$ cat config.mk
export PLATFORM = sky130hd
export DESIGN_NAME = game_auto_player_flat
export DESIGN_NICKNAME = d
export VERILOG_FILES = /design/src/rtl/game_pkg.sv /design/src/rtl/game_auto_player_if.sv /design/src/rtl/game_interval_timer.sv /design/src/rtl/game_auto_player.sv /design/src/flat_wrapper.sv
export SDC_FILE = /design/constraint.sdc
export NUM_CORES = 1
export LEC_CHECK = 0
export ABC_AREA = 1
export CELL_PAD_IN_SITES_DETAIL_PLACEMENT = 0
export CELL_PAD_IN_SITES_GLOBAL_PLACEMENT = 1
export CORE_ASPECT_RATIO = 1.5
export CORE_MARGIN = 3
export CORE_UTILIZATION = 40
export CTS_BUF_LIST = sky130_fd_sc_hd__clkbuf_4 sky130_fd_sc_hd__clkbuf_8
export CTS_CLUSTER_DIAMETER = 100
export CTS_CLUSTER_SIZE = 20
export DETAILED_ROUTE_END_ITERATION = 8
export PLACE_DENSITY_LB_ADDON = 0.1
export SLEW_MARGIN = 0
export SYNTH_ARGS = -nofsm -noshare
export SYNTH_HDL_FRONTEND = slang
export SYNTH_SLANG_ARGS = --single-unit
$ cat constraint.sdc
create_clock -name i_Clk -period 1.9 [get_ports i_Clk]
set_input_delay 0.285 -clock i_Clk [delete_from_list [all_inputs] [get_ports i_Clk]]
set_output_delay 0.285 -clock i_Clk [all_outputs]
set_load 0.05 [all_outputs]
$ cat src/rtl/game_pkg.sv
// Shared types for the memory-game auto player: FSM states and
// the LED one-hot to button-ID decoder.
package game_pkg;

    localparam int LED_ID_W = 2;

    typedef enum logic [1:0] {
        IDLE,
        CAPTURE,
        REPLAY_PRESS,
        REPLAY_GAP
    } state_t;

    typedef struct packed {
        logic                valid;
        logic [LED_ID_W-1:0] id;
    } led_id_t;

    function automatic led_id_t onehot_to_id(input logic [3:0] v);
        led_id_t r;
        r.valid = 1'b1;
        r.id    = '0;
        case (v)
            4'b0001: r.id = 2'd0;
            4'b0010: r.id = 2'd1;
            4'b0100: r.id = 2'd2;
            4'b1000: r.id = 2'd3;
            default: r.valid = 1'b0;
        endcase
        return r;
    endfunction

endpackage

$ cat src/rtl/game_auto_player_if.sv
// Game-side bundle of the auto player: LEDs in, switches out, status.
// AUTO_PLAYER_MISTAKE_EN adds the i_Inject_Err request line.
interface game_auto_player_if #(
    parameter int CNT_W = 4
);
    logic             i_Enable;
    logic             i_LED_1;
    logic             i_LED_2;
    logic             i_LED_3;
    logic             i_LED_4;
    logic             o_Switch_1;
    logic             o_Switch_2;
    logic             o_Switch_3;
    logic             o_Switch_4;
    logic             o_Busy;
    logic [CNT_W-1:0] o_Count;
    logic             o_Overflow;
`ifdef AUTO_PLAYER_MISTAKE_EN
    logic             i_Inject_Err;

    modport master (
        output i_Enable, i_LED_1, i_LED_2, i_LED_3, i_LED_4,
        output i_Inject_Err,
        input  o_Switch_1, o_Switch_2, o_Switch_3, o_Switch_4,
        input  o_Busy, o_Count, o_Overflow
    );

    modport slave (
        input  i_Enable, i_LED_1, i_LED_2, i_LED_3, i_LED_4,
        input  i_Inject_Err,
        output o_Switch_1, o_Switch_2, o_Switch_3, o_Switch_4,
        output o_Busy, o_Count, o_Overflow
    );
`else
    modport master (
        output i_Enable, i_LED_1, i_LED_2, i_LED_3, i_LED_4,
        input  o_Switch_1, o_Switch_2, o_Switch_3, o_Switch_4,
        input  o_Busy, o_Count, o_Overflow
    );

    modport slave (
        input  i_Enable, i_LED_1, i_LED_2, i_LED_3, i_LED_4,
        output o_Switch_1, o_Switch_2, o_Switch_3, o_Switch_4,
        output o_Busy, o_Count, o_Overflow
    );
`endif
endinterface

$ cat src/rtl/game_interval_timer.sv
// Loadable down-counter shared by the idle, press and gap intervals;
// o_Expired is high once the count has reached zero.
module game_interval_timer #(
    parameter int W = 8
) (
    input  logic         i_Clk,
    input  logic         i_Rst_L,
    input  logic         i_Load,
    input  logic [W-1:0] i_Load_Val,
    output logic         o_Expired
);
    logic [W-1:0] cnt;

    always_ff @(posedge i_Clk or negedge i_Rst_L) begin
        if (!i_Rst_L) begin
            cnt <= '0;
        end else if (i_Load) begin
            cnt <= i_Load_Val;
        end else if (cnt != '0) begin
            cnt <= cnt - W'(1);
        end
    end

    assign o_Expired = (cnt == '0);

endmodule

$ cat src/rtl/game_auto_player.sv
// Memory-game opponent: records one-hot LED flashes, then replays them
// as switch pulses. AUTO_PLAYER_MISTAKE_EN enables deliberate last-press errors.
module game_auto_player
    import game_pkg::*;
#(
    parameter int CLKS_PER_SEC = 25000000,
    parameter int MAX_PATTERN  = 11,
    parameter int PRESS_CLKS   = 4,
    parameter int GAP_CLKS     = CLKS_PER_SEC / 20,
    parameter int IDLE_CLKS    = CLKS_PER_SEC / 2
) (
    input logic               i_Clk,
    input logic               i_Rst_L,
    game_auto_player_if.slave bus
);
    localparam int CNT_W = $clog2(MAX_PATTERN + 1);
    localparam int DEPTH = 2 ** CNT_W;
    localparam int T_PG  = (PRESS_CLKS > GAP_CLKS) ? PRESS_CLKS : GAP_CLKS;
    localparam int T_MAX = (IDLE_CLKS > T_PG) ? IDLE_CLKS : T_PG;
    localparam int T_W   = $clog2(T_MAX + 1);

    state_t              state, state_nx;
    logic [CNT_W-1:0]    count, count_nx;
    logic [CNT_W-1:0]    idx, idx_nx;
    logic [LED_ID_W-1:0] mem [DEPTH];
    logic [LED_ID_W-1:0] play_id;
    logic [3:0]          led, led_q, rise, sw;
    led_id_t             hit;
    logic                edge_ok, full, store, last, overflow;
    logic                t_load, t_exp;
    logic [T_W-1:0]      t_val;

    assign led     = {bus.i_LED_4, bus.i_LED_3, bus.i_LED_2, bus.i_LED_1};
    assign rise    = led & ~led_q;
    assign hit     = onehot_to_id(led);
    assign edge_ok = bus.i_Enable && (state == CAPTURE) && (rise != '0) && hit.valid;
    assign full    = (count == CNT_W'(MAX_PATTERN));
    assign store   = edge_ok && !full;
    assign last    = (idx == count - CNT_W'(1));

`ifdef AUTO_PLAYER_MISTAKE_EN
    logic err_q;

    always_ff @(posedge i_Clk or negedge i_Rst_L) begin
        if (!i_Rst_L) begin
            err_q <= 1'b0;
        end else if (state == CAPTURE && state_nx == REPLAY_PRESS) begin
            err_q <= bus.i_Inject_Err;
        end
    end

    assign play_id = mem[idx] + LED_ID_W'(err_q && last);
`else
    assign play_id = mem[idx];
`endif

    game_interval_timer #(.W(T_W)) u_timer (
        .i_Clk      (i_Clk),
        .i_Rst_L    (i_Rst_L),
        .i_Load     (t_load),
        .i_Load_Val (t_val),
        .o_Expired  (t_exp)
    );

    always_comb begin
        state_nx = state;
        count_nx = count;
        idx_nx   = idx;
        t_load   = 1'b0;
        t_val    = T_W'(IDLE_CLKS);
        if (!bus.i_Enable) begin
            state_nx = IDLE;
            count_nx = '0;
            idx_nx   = '0;
        end else begin
            unique case (state)
                IDLE: state_nx = CAPTURE;
                CAPTURE: begin
                    if (store) count_nx = count + CNT_W'(1);
                    // quiet time only counts once something has been captured
                    if (led != '0 || count == '0) begin
                        t_load = 1'b1;
                    end else if (t_exp) begin
                        state_nx = REPLAY_PRESS;
                        idx_nx   = '0;
                        t_load   = 1'b1;
                        t_val    = T_W'(PRESS_CLKS - 1);
                    end
                end
                REPLAY_PRESS: begin
                    if (t_exp) begin
                        state_nx = REPLAY_GAP;
                        t_load   = 1'b1;
                        t_val    = T_W'(GAP_CLKS - 1);
                    end
                end
                REPLAY_GAP: begin
                    if (t_exp && !last) begin
                        state_nx = REPLAY_PRESS;
                        idx_nx   = idx + CNT_W'(1);
                        t_load   = 1'b1;
                        t_val    = T_W'(PRESS_CLKS - 1);
                    end else if (t_exp) begin
                        state_nx = CAPTURE;
                        count_nx = '0;
                    end
                end
            endcase
        end
    end

    always_ff @(posedge i_Clk or negedge i_Rst_L) begin
        if (!i_Rst_L) begin
            state    <= IDLE;
            count    <= '0;
            idx      <= '0;
            led_q    <= '0;
            overflow <= 1'b0;
            for (int i = 0; i < DEPTH; i++) mem[i] <= '0;
        end else begin
            state <= state_nx;
            count <= count_nx;
            idx   <= idx_nx;
            led_q <= led;
            if (edge_ok && full) overflow <= 1'b1;
            if (store) mem[count] <= hit.id;
        end
    end

    always_comb begin
        sw = '0;
        if (state == REPLAY_PRESS) sw[play_id] = 1'b1;
    end

    assign bus.o_Switch_1 = sw[0];
    assign bus.o_Switch_2 = sw[1];
    assign bus.o_Switch_3 = sw[2];
    assign bus.o_Switch_4 = sw[3];
    assign bus.o_Busy     = (state == REPLAY_PRESS) || (state == REPLAY_GAP);
    assign bus.o_Count    = count;
    assign bus.o_Overflow = overflow;

endmodule

$ cat src/flat_wrapper.sv
// flat-port wrapper written by rule: the top's interface ports become plain ports
module game_auto_player_flat import game_pkg::*;
#(
    parameter int CLKS_PER_SEC = 25000000,
    parameter int MAX_PATTERN  = 11,
    parameter int PRESS_CLKS   = 4,
    parameter int GAP_CLKS     = CLKS_PER_SEC / 20,
    parameter int IDLE_CLKS    = CLKS_PER_SEC / 2
)
  (i_Clk, i_Rst_L, bus_i_Enable, bus_i_LED_1, bus_i_LED_2, bus_i_LED_3, bus_i_LED_4, bus_o_Switch_1, bus_o_Switch_2, bus_o_Switch_3, bus_o_Switch_4, bus_o_Busy, bus_o_Count, bus_o_Overflow);
  game_auto_player_if #(.CNT_W(4)) bus_i ();
  input logic i_Clk;
  input logic i_Rst_L;
  input wire logic [$bits(bus_i.i_Enable)-1:0] bus_i_Enable;
  input wire logic [$bits(bus_i.i_LED_1)-1:0] bus_i_LED_1;
  input wire logic [$bits(bus_i.i_LED_2)-1:0] bus_i_LED_2;
  input wire logic [$bits(bus_i.i_LED_3)-1:0] bus_i_LED_3;
  input wire logic [$bits(bus_i.i_LED_4)-1:0] bus_i_LED_4;
  output wire logic [$bits(bus_i.o_Switch_1)-1:0] bus_o_Switch_1;
  output wire logic [$bits(bus_i.o_Switch_2)-1:0] bus_o_Switch_2;
  output wire logic [$bits(bus_i.o_Switch_3)-1:0] bus_o_Switch_3;
  output wire logic [$bits(bus_i.o_Switch_4)-1:0] bus_o_Switch_4;
  output wire logic [$bits(bus_i.o_Busy)-1:0] bus_o_Busy;
  output wire logic [$bits(bus_i.o_Count)-1:0] bus_o_Count;
  output wire logic [$bits(bus_i.o_Overflow)-1:0] bus_o_Overflow;
  assign bus_i.i_Enable = bus_i_Enable;
  assign bus_i.i_LED_1 = bus_i_LED_1;
  assign bus_i.i_LED_2 = bus_i_LED_2;
  assign bus_i.i_LED_3 = bus_i_LED_3;
  assign bus_i.i_LED_4 = bus_i_LED_4;
  assign bus_o_Switch_1 = bus_i.o_Switch_1;
  assign bus_o_Switch_2 = bus_i.o_Switch_2;
  assign bus_o_Switch_3 = bus_i.o_Switch_3;
  assign bus_o_Switch_4 = bus_i.o_Switch_4;
  assign bus_o_Busy = bus_i.o_Busy;
  assign bus_o_Count = bus_i.o_Count;
  assign bus_o_Overflow = bus_i.o_Overflow;
  game_auto_player #(.CLKS_PER_SEC(CLKS_PER_SEC), .MAX_PATTERN(MAX_PATTERN), .PRESS_CLKS(PRESS_CLKS), .GAP_CLKS(GAP_CLKS), .IDLE_CLKS(IDLE_CLKS)) u_core (.i_Clk(i_Clk), .i_Rst_L(i_Rst_L), .bus(bus_i));
endmodule
# Word-level counts from Yosys, hierarchy flattened
# Cells that the tools add are included.
totals:
  in_bits: 7
  reg_bits: 71
  wordCells: 116
op_classes:
  muxes: 40
  n_reduce_logical: 23
  add_sub_neg: 4
  magnitude_cmp: 5
  n_eq_ne: 18
  bitwise_logic: 4
ops:
  columns: ["cell", "n"]
  rows:
  - ["24-bit 2-to-1 mux", 7]
  - ["24-bit case mux with 3 select lines", 1]
  - ["32-bit bitwise mux", 1]
  - ["4-bit 2-to-1 mux", 8]
  - ["24-bit zero test", 1]
  - ["24-bit nonzero test", 1]
  - ["24-bit by 1-bit subtractor with 24-bit output (second input constant)", 1]
  - ["2-bit 2-to-1 mux", 9]
  - ["4-bit case mux with 2 select lines", 2]
  - ["3-bit by 2-bit != test with 1-bit output (second input constant)", 5]
  - ["4-bit AND reduction", 3]
  - ["5-bit greater-or-equal comparator (second input constant)", 2]
  - ["4-bit inverter with 5-bit output", 2]
  - ["4-bit by 1-bit adder with 4-bit output (second input constant)", 2]
  - ["2-bit binary-select mux with 4-bit select", 1]
  - ["2-bit demux with 4-bit select", 1]
  - ["4-bit == test (second input constant)", 2]
  - ["1-bit logical AND", 8]
  - ["2-bit case mux with 4 select lines", 1]
  - ["4-bit nonzero test", 2]
  - ["1-bit 2-to-1 mux", 6]
  - ["3-bit != test (second input constant)", 2]
  - ["2-bit case mux with 3 select lines", 1]
  - ["5-bit by 1-bit < comparator with 1-bit output (second input constant)", 1]
  - ["21 further kinds", 24]

# Depth between registers and ports, before layout
# Gate-level depths: netlist of run 1.
depth:
  depth_word: 9
  mapped_depth: 15
  ltp_nobuf: 15

# Modules after synthesis
# A second synthesis of run 1 with hierarchy kept.
hier_totals:
  cells_unflattened: 632
  hier_area_um2: 4356.7
modules_own_cells:
  columns: ["mod", "seq_area_each_um2", "cells_each", "area_per_inst_um2", "n_inst"]
  rows:
  - ["game_auto_player", 1176.1, 378, 2737.6, 1]
  - ["game_interval_timer", 600.6, 254, 1619.1, 1]

# Worst setup path after synthesis of run 1
# No wires, ideal clock.
synth_path:
  kind: "register to register"
  from: "register u_core.count[0], in the netlist u_core.bus.o_Count[0]"
  to: "register u_core.count[0], in the netlist u_core.bus.o_Count[0]"
  setup_slack_ps: -506
  required_time_ps: 1780
  path_buffers: 0
  t_arrival_ps: 2286
  path_stages_with_launch: 13
  setup_ps: 120
  period_less_slack_ps: 2406
  path_cell_list: "dfrtp_1 > inv_2 > ha_1 > nand2_1 > inv_1 > nor2_1 > nand2_1 > nor2_1 > nand2_1 > o31ai_1 > nand2_1 > nand2_1 > nand2_1"
synth_via:
  elab_chain_len: 6
  word_cells_on_any_way: 14
  cone_classes: "add/sub: 2; eq/ne: 4; mux: 3; reduce/logical: 5"
synth_rtl:
  columns: ["item", "line", "rtl"]
  rows:
  - ["start: declaration", "game_auto_player.sv:23", "logic [CNT_W-1:0] count, count_nx;"]
  - ["start signal: assignment", "game_auto_player.sv:122", "count <= count_nx;"]
  - ["4-bit by 1-bit subtractor with 4-bit output", "game_auto_player.sv:39", "assign last = (idx == count - CNT_W'(1));"]
  - ["4-bit == test", "game_auto_player.sv:39", null]
  - ["1-bit zero test", "game_auto_player.sv:98", "if (t_exp && !last) begin"]
  - ["1-bit logical AND", "game_auto_player.sv:98", null]
  - ["3-bit != test (no source line)", null, null]
  - ["4-bit AND reduction (no source line)", null, null]
# Parallel ways exist; a longest one is shown, timed or not. The select of a mux whose other input is x is not followed.
# A chain may end at the register's enable or synchronous reset.

# Worst setup path after layout of run 1
layout_path:
  from: "register u_core.idx[0]"
  to: "output bus_o_Switch_1"
layout_via:
  elab_chain_len: 9
  word_cells_on_any_way: 10
  cone_classes: "order compare: 2; mux: 6; bitwise: 1; reduce/logical: 1"
layout_rtl:
  columns: ["item", "line", "rtl"]
  rows:
  - ["start: declaration", "game_auto_player.sv:24", "logic [CNT_W-1:0] idx, idx_nx;"]
  - ["start signal: assignment", "game_auto_player.sv:123", "idx <= idx_nx;"]
  - ["4-bit inverter with 5-bit output (not written as such) (*)", "game_auto_player.sv:54", "assign play_id = mem[idx];"]
  - ["2-bit binary-select mux with 4-bit select (*)", "game_auto_player.sv:54", null]
  - ["2-bit 2-to-1 mux (not written as such) (*) (2 in series)", "game_auto_player.sv:54", null]
  - ["2-bit by 3-bit < comparator with 1-bit output (not written as such) or 2-bit by 1-bit greater-or-equal comparator with 1-bit output (tied branches)", "game_auto_player.sv:132", "if (state == REPLAY_PRESS) sw[play_id] = 1'b1;"]
  - ["1-bit logical AND (not written as such)", "game_auto_player.sv:132", null]
  - ["1-bit 2-to-1 mux (not written as such)", "game_auto_player.sv:132", null]
  - ["1-bit demux with 2-bit select (*)", null, null]
  - ["4-bit 2-to-1 mux (*)", "game_auto_player.sv:132", null]
  - ["end: declaration", "flat_wrapper.sv:19", "output wire logic [$bits(bus_i.o_Switch_1)-1:0] bus_o_Switch_1;"]
# Mark *: on every way between the ends. The rest lies on a longest branch, timed or not. The select of a mux whose other input is x is not followed.

==> flow_metrics.py, run 1 <==
metrics = {
    "route": {
        "vias": 3978,
        "post_drt_wl_per_cell_um": 15.04,
        "wl_mm": 11.87,
        "via_per_inst": 5.042,
        "ant_nets": 0,
        "drt_iter0_markers": 85,
        "dr.pass1.iters": 4,
        "remaining_drc_errors": 0,
    },
    "flow_run": {
        "cap_violations": 0,
    },
    "floorplanning": {
        "die-height_um": 131.1,
        "die_x_um": 89.40,
        "die_area_sq_mm": 0.01172,
        "rows": 45,
        "initial_core_util": 0.4117,
        "pin_count": 17,
        "core_area_sq_mm": 0.01013,
    },
    "placed_design": {
        "portBuffers": 16,
        "dpl-instance-area_sq_mm": 0.005114,
        "place_congestion": 0.8551,
        "hpwl_mm": 8.649,
        "placedCellCount": 750,
    },
    "power_and_ir_drop": {
        "leakagePower_nw": 2.843,
        "vdd_drop_max_mv": 0.4493,
        "p_int_mw": 3.204,
        "cellPowerDensity_mw_per_mm2": 895.4,
        "combPwrFrac": 0.422,
        "clkPwrFrac": 0.209,
        "p_sw_frac": 0.3902,
        "pwr-share-seq": 0.369,
        "switching_power_mw": 2.050,
    },
    "layout": {
        "final_util": 0.5789,
        "drive_above_1_share": 0.3720,
        "stdcell_count": 789,
        "antenna_cells": 0,
        "fin_nets": 681,
        "final_cell_area_sq_mm": 0.005867,
        "syn_to_final_growth_pct": 40.60,
    },
    "logic_synthesis": {
        "synth_seq_cells": 71,
        "yosysMostFrequentCell": "nand2_1",
        "ys.flop_type": "dfrtp_1",
        "synth_edf_count": 0,
        "syn_area_sq_mm": 0.004173,
        "async_flop_share": 1.000,
        "yosys-top-cells-area": "dfrtp_1 (43%), nand2_1 (13%), nor2_1 (5.8%)",
        "ys_types": 36,
        "synth_fp_nets": 567,
        "yosysTopAreaCell": "dfrtp_1",
        "yosysTopAreaCellShare": 0.4258,
        "synth_warnings": 0,
        "syn_avg_cell_area_sq_um": 7.546,
        "seq_area_frac_synth": 0.4258,
        "synth_common_cells": "nand2_1 (144), dfrtp_1 (71), nor2_1 (65)",
        "synth_cells": 553,
    },
    "critical_path": {
        "arrival_ns": 2.01,
        "path_common_cell": "buf_6",
        "crit_fanout": 10,
        "critPathLaunchType": "flop",
        "cp_data_required_time_ns": 1.62,
        "critPathKind": "flop to primary output",
        "cp_cell_sequence": "inv_2 -> buf_6 -> o21ai_2 -> o22ai_1 -> o211ai_1 -> nand2_2 -> buf_6 -> nor2_4 -> buf_12",
        "cpPeakStageDelay_ns": 0.45,
        "worstSetupEndpointType": "primary output",
        "cp_slowest_cell": "dfrtp_2",
    },
    "clocking": {
        "clkLatencyLatePin_ns": 0.36,
        "cts.sinks": 71,
        "path_clk_slew_ns": 0.08,
        "cts_tree": "yes",
        "cts_made_buffers": 9,
        "clockBufferDepth": 2,
        "cts-root-buf": "clkbuf_8",
        "htreeDepth": 3,
    },
    "outcome": {
        "failed_checks": "setup timing",
        "status": "finished, violations left",
    },
    "sta": {
        "rsz0062_at_grt": "true",
        "tightest_slew_ns": 0.4891,
        "timing.fmax_ghz": 0.4352,
        "drv_slew": 0,
        "worst_slack_ns": -0.3979,
        "timing.final.crit_share": 1.209,
        "tns_ns": -4.843,
        "timing.slew.headroom": 0.6729,
        "finalHoldViolCount": 0,
        "finalSetupViolations": 33,
        "fin_skew_ns": 0.01192,
        "period_minus_slack_ns": 2.298,
    },
    "global_route": {
        "grt_max_degree": 39,
        "grt_usage": 0.2177,
        "grt_pass1_wl_mm": 19.54,
        "antenna_found_initial": 0,
        "grt_overflow": 0,
        "grt_pass1_vias": 4108,
    },
    "min_path": {
        "hold_class": "flop to flop",
    },
}
## flip-flops by register name, summed over array words and instances (netlist names)
name / cells
u_core.bus.o_Count: 4
u_core.bus.o_Overflow: 1
u_core.idx: 4
u_core.led_q: 4
u_core.mem: 32
u_core.state: 2
u_core.u_timer.cnt: 24
## placed cells by master (no fill, tap or decap), drive strengths merged
cell	instances
a21oi	23
a31o	1
a31oi	1
buf	109
clkbuf	10
clkdlybuf4s50	6
clkinv	5
clkinvlp	1
dfrtp	71
dlygate4sd3	1
ha	7
inv	70
nand2	150
nand3	34
nand3b	1
nand4	4
nor2	77
nor3	9
nor4	4
o211ai	2
o21ai	53
o221ai	4
o22ai	6
o31ai	2
or2	1
xnor2	8
xor2	12
## worst max-delay path, delay by kind of cell (launching register included)
kind | cells | cell delay, ns
buffers and inverters | 4 | 0.48
DFF | 1 | 0.45
and+or+nand+nor | 2 | 0.24
AOI/OAI and AO/OA | 3 | 0.48
## stage by stage
| step | total power, mW | setup slack, ns | hold WS [ns] |
|---|---|---|---|
| final | 5.253 | -0.3979 | 0.3823 |
| after global routing | 5.599 | -0.5075 | 0.3935 |
| after CTS | 5.186 | -0.4058 | 0.3891 |
| after detailed placement | 3.859 | -0.2684 | 0.2648 |
| after global placement | 3.827 | -0.2402 | 0.2676 |
| after floorplan | 3.191 | -0.1695 | -0.01059 |
## final cells by class
type                            instances  area [sq um]
Fill cell                             969          4268
Multi-Input combinational cell        399          2397
Sequential cell                        71          1784
Timing Repair Buffer                  117          1095
Inverter                               69         271.5
Tap cell                              117         146.4
Clock buffer                            9         123.9
Clock inverter                          7         48.80
## repair_timing
action	4_1_cts	5_1_grt
cloned	3	0
pin swaps	33	24
endpoints found under the setup margin	36	60
hold buffers	1	0
setup buffers	18	4
gates resized for setup	77	42
hold endpoints to repair	33	0
## path summary, 6_finish.rpt
path / start / end / slack [ns] / cells after the start
worst max-delay path: u_core.idx[0] / bus_o_Switch_1 / -0.40 / 9
worst min-delay path: u_core.mem[9] / u_core.mem[9] / 0.38 / 0
worst max register to register: u_core.bus.o_Count[0] / u_core.u_timer.cnt[20] / -0.16 / 15
worst min register to register: u_core.mem[9] / u_core.mem[9] / 0.38 / 0
max in group asynchronous: i_Rst_L / u_core.idx[0] / 0.91 / 3
min in group asynchronous: i_Rst_L / u_core.u_timer.cnt[2] / 0.41 / 2
## metal layers
layer | wire length, um | share of wire | GRT usage | vias to the layer above
li1 | - | - | - | 2002
met1 | 4452 | 0.38 | 0.2291 | 1898
met2 | 6732 | 0.57 | 0.4147 | 55
met3 | 289 | 0.024 | 0.03440 | 23
met4 | 391 | 0.033 | 0.09378 | 0
met5 | 0 | 0 | 0 | -
## power groups by stage
stage	Sequential [mW]	Combinational (mW)	Clock, mW
2_1_floorplan	2.02	1.17	0
3_3_place_gp	1.96	1.87	0
3_5_place_dp	1.97	1.89	0
4_1_cts	1.94	2.12	1.13
5_1_grt	1.96	2.46	1.18
6_report	1.94	2.22	1.10
## logic make-up (layout without fill, tap and decap cells)
family,Yosys count,after routing,synth area share
buffers and inverters,83,202,0.07946
adder cells (fa/ha/maj),7,7,0.02099
flip-flops,71,71,0.4258
AO/OA/AOI/OAI,92,92,0.1292
XOR/XNOR,20,20,0.04198
AND/OR/NAND/NOR,280,280,0.3025
Note: power is estimated with default switching activity, not from simulation.
==> run 2, diff against run 1 <==
Clock period 1.9 ns to 2.9 ns, I/O delays scaled along.
==> flow_metrics.py, run 2 (synthesized netlist as in run 1, its figures left out) <==
metrics = {
    "outcome": {
        "status": "completed",
    },
    "flow_run": {
        "cap_violations": 0,
    },
    "route": {
        "via_per_inst": 5.128,
        "remaining_drc_errors": 0,
        "drt_iter0_markers": 145,
        "ant_nets": 0,
        "wl_mm": 10.97,
        "dr.pass1.iters": 4,
        "vias": 3569,
        "post_drt_wl_per_cell_um": 15.77,
    },
    "critical_path": {
        "crit_buf_inv": 3,
        "arrival_ns": 2.25,
        "cpPeakStageDelay_ns": 0.39,
        "rr_worst_depth": 14,
        "cp_top_family": "buffers and inverters",
        "crit_fanout": 15,
        "critPathKind": "flop to primary output",
        "cp_cell_sequence": "inv_1 -> buf_4 -> nor2_1 -> o22ai_1 -> o211ai_1 -> nand2_1 -> nand2_1 -> nor2_1 -> buf_12",
        "critPathLaunchType": "flop",
        "cp_data_required_time_ns": 2.47,
        "reg2reg_slack_ns": 0.45,
        "timing.rr.start": "u_core.bus.o_Count[0]",
        "worstSetupEndpointType": "primary output",
        "timing.rr.end": "u_core.u_timer.cnt[18]",
        "cp_slowest_cell": "inv_1",
    },
    "layout": {
        "layout_common_cells": "nand2_1 (144), dfrtp_1 (71), nor2_1 (65)",
        "antenna_cells": 0,
        "layout_commonest_cell": "nand2_1",
        "drive_above_1_share": 0.1382,
        "fin_nets": 589,
        "largestRegisters": "u_core.mem: 32 flops, u_core.u_timer.cnt: 24 flops",
        "largest_reg_flops": 32,
        "syn_to_final_growth_pct": 12.59,
        "top_register": "u_core.mem",
        "final_util": 0.4636,
    },
    "clocking": {
        "htreeDepth": 3,
        "cts_hold_buf": 0,
        "cts_made_buffers": 9,
        "cts_resized": 0,
        "cts_tree": "yes",
        "cts.sinks": 71,
        "clkLatencyLatePin_ns": 0.35,
        "clockBufferDepth": 2,
        "path_clk_slew_ns": 0.07,
        "post_cts.repair.setup_buffers": 0,
        "cts-root-buf": "clkbuf_8",
    },
    "sta": {
        "fin_skew_ns": 0.006332,
        "drv_slew": 0,
        "timing.final.crit_share": 0.9261,
        "timing.slew.headroom": 0.3793,
        "rsz0062_at_grt": "false",
        "worst_slack_ns": 0.2142,
        "tightest_slew_ns": 0.9311,
        "tns_ns": 0,
        "period_minus_slack_ns": 2.686,
        "finalSetupViolations": 0,
        "finalHoldViolCount": 0,
        "timing.fmax_ghz": 0.3723,
    },
    "floorplanning": {
        "die_x_um": 89.40,
        "rows": 45,
        "initial_core_util": 0.4117,
        "pin_count": 17,
        "die-height_um": 131.1,
        "core_area_sq_mm": 0.01013,
        "die_area_sq_mm": 0.01172,
    },
    "power_and_ir_drop": {
        "cellPowerDensity_mw_per_mm2": 648.7,
        "power_mw": 3.048,
        "leakagePower_nw": 2.285,
        "vdd_drop_max_mv": 0.3407,
    },
    "global_route": {
        "grt_max_degree": 72,
        "grt_pass1_vias": 3738,
        "antenna_found_initial": 0,
        "grt_pass1_wl_mm": 18.34,
        "grt_usage": 0.2070,
        "grt_overflow": 0,
    },
    "placed_design": {
        "detailedPlace.worstSlack_ns": 0.3681,
        "portBuffers": 16,
        "hpwl_mm": 8.166,
        "place_congestion": 0.7884,
    },
    "min_path": {
        "hold_class": "input pin to asynchronous set/reset pin",
    },
}
run 2: final cells by class:
type | count | area [sq um]
inverter | 69 | 264.0
multi-input combinational | 399 | 2064
sequential | 71 | 1777
tap | 117 | 146.4
clock buffer | 10 | 131.4
timing repair buffer | 25 | 265.3
clock inverter | 5 | 50.05
fill | 1022 | 5436
run 2: layer usage:
| layer | track usage | up-vias | part of all wire |
|---|---|---|---|
| li1 | - | 1823 | - |
| met1 | 0.2173 | 1692 | 0.38 |
| met2 | 0.4021 | 35 | 0.57 |
| met3 | 0.03189 | 19 | 0.021 |
| met4 | 0.07537 | 0 | 0.021 |
| met5 | 0 | - | 0 |
run 2: worst reg2reg max path: stages, from the launching register on:
cell     delay, ns
dfrtp_1       0.53
inv_2         0.11
ha_1          0.35
nand2_1       0.08
inv_1         0.04
nor2_1        0.08
nand2_1       0.06
nor2_1        0.10
nand2_1       0.12
nand3_1       0.14
nand3_2       0.11
nand2_4       0.15
inv_6         0.07
nor2_8        0.31
a21oi_1       0.09
run 2: worst max path at each step:
stage / cells after the start / from / to / slack, ns
after detailed placement: 11 / bus_i_LED_2 / u_core.u_timer.cnt[18] / 0.37
after global routing: 8 / u_core.idx[1] / bus_o_Switch_4 / 0.005
after floorplan: 8 / u_core.idx[0] / bus_o_Switch_3 / 0.43
after global placement: 11 / bus_i_LED_2 / u_core.u_timer.cnt[18] / 0.37
after CTS: 7 / u_core.idx[1] / bus_o_Switch_1 / 0.18
final: 9 / u_core.idx[0] / bus_o_Switch_4 / 0.21
run 2: report_power, final:
part           internal (mW)  switching [mW]  total [mW]
clock network          0.396           0.372       0.768
registers               1.14           0.145        1.29
logic                  0.374           0.617       0.992
total                   1.91            1.13        3.05
run 2: through the flow:
step	instance area [sq um]	hold WS, ns	std cells
3_5_place_dp	4517	0.3691	681
3_3_place_gp	4517	0.3703	681
6_report	4698	0.2189	696
5_1_grt	4698	0.2840	696
4_1_cts	4698	0.2544	696
2_1_floorplan	4173	0.1394	553
==> run 3, diff against run 2 <==
Settings changed: SLEW_MARGIN 0 to 15.
==> results of run 3 <==
Same layout as run 2: the final DEF is identical, and so are final timing and power.
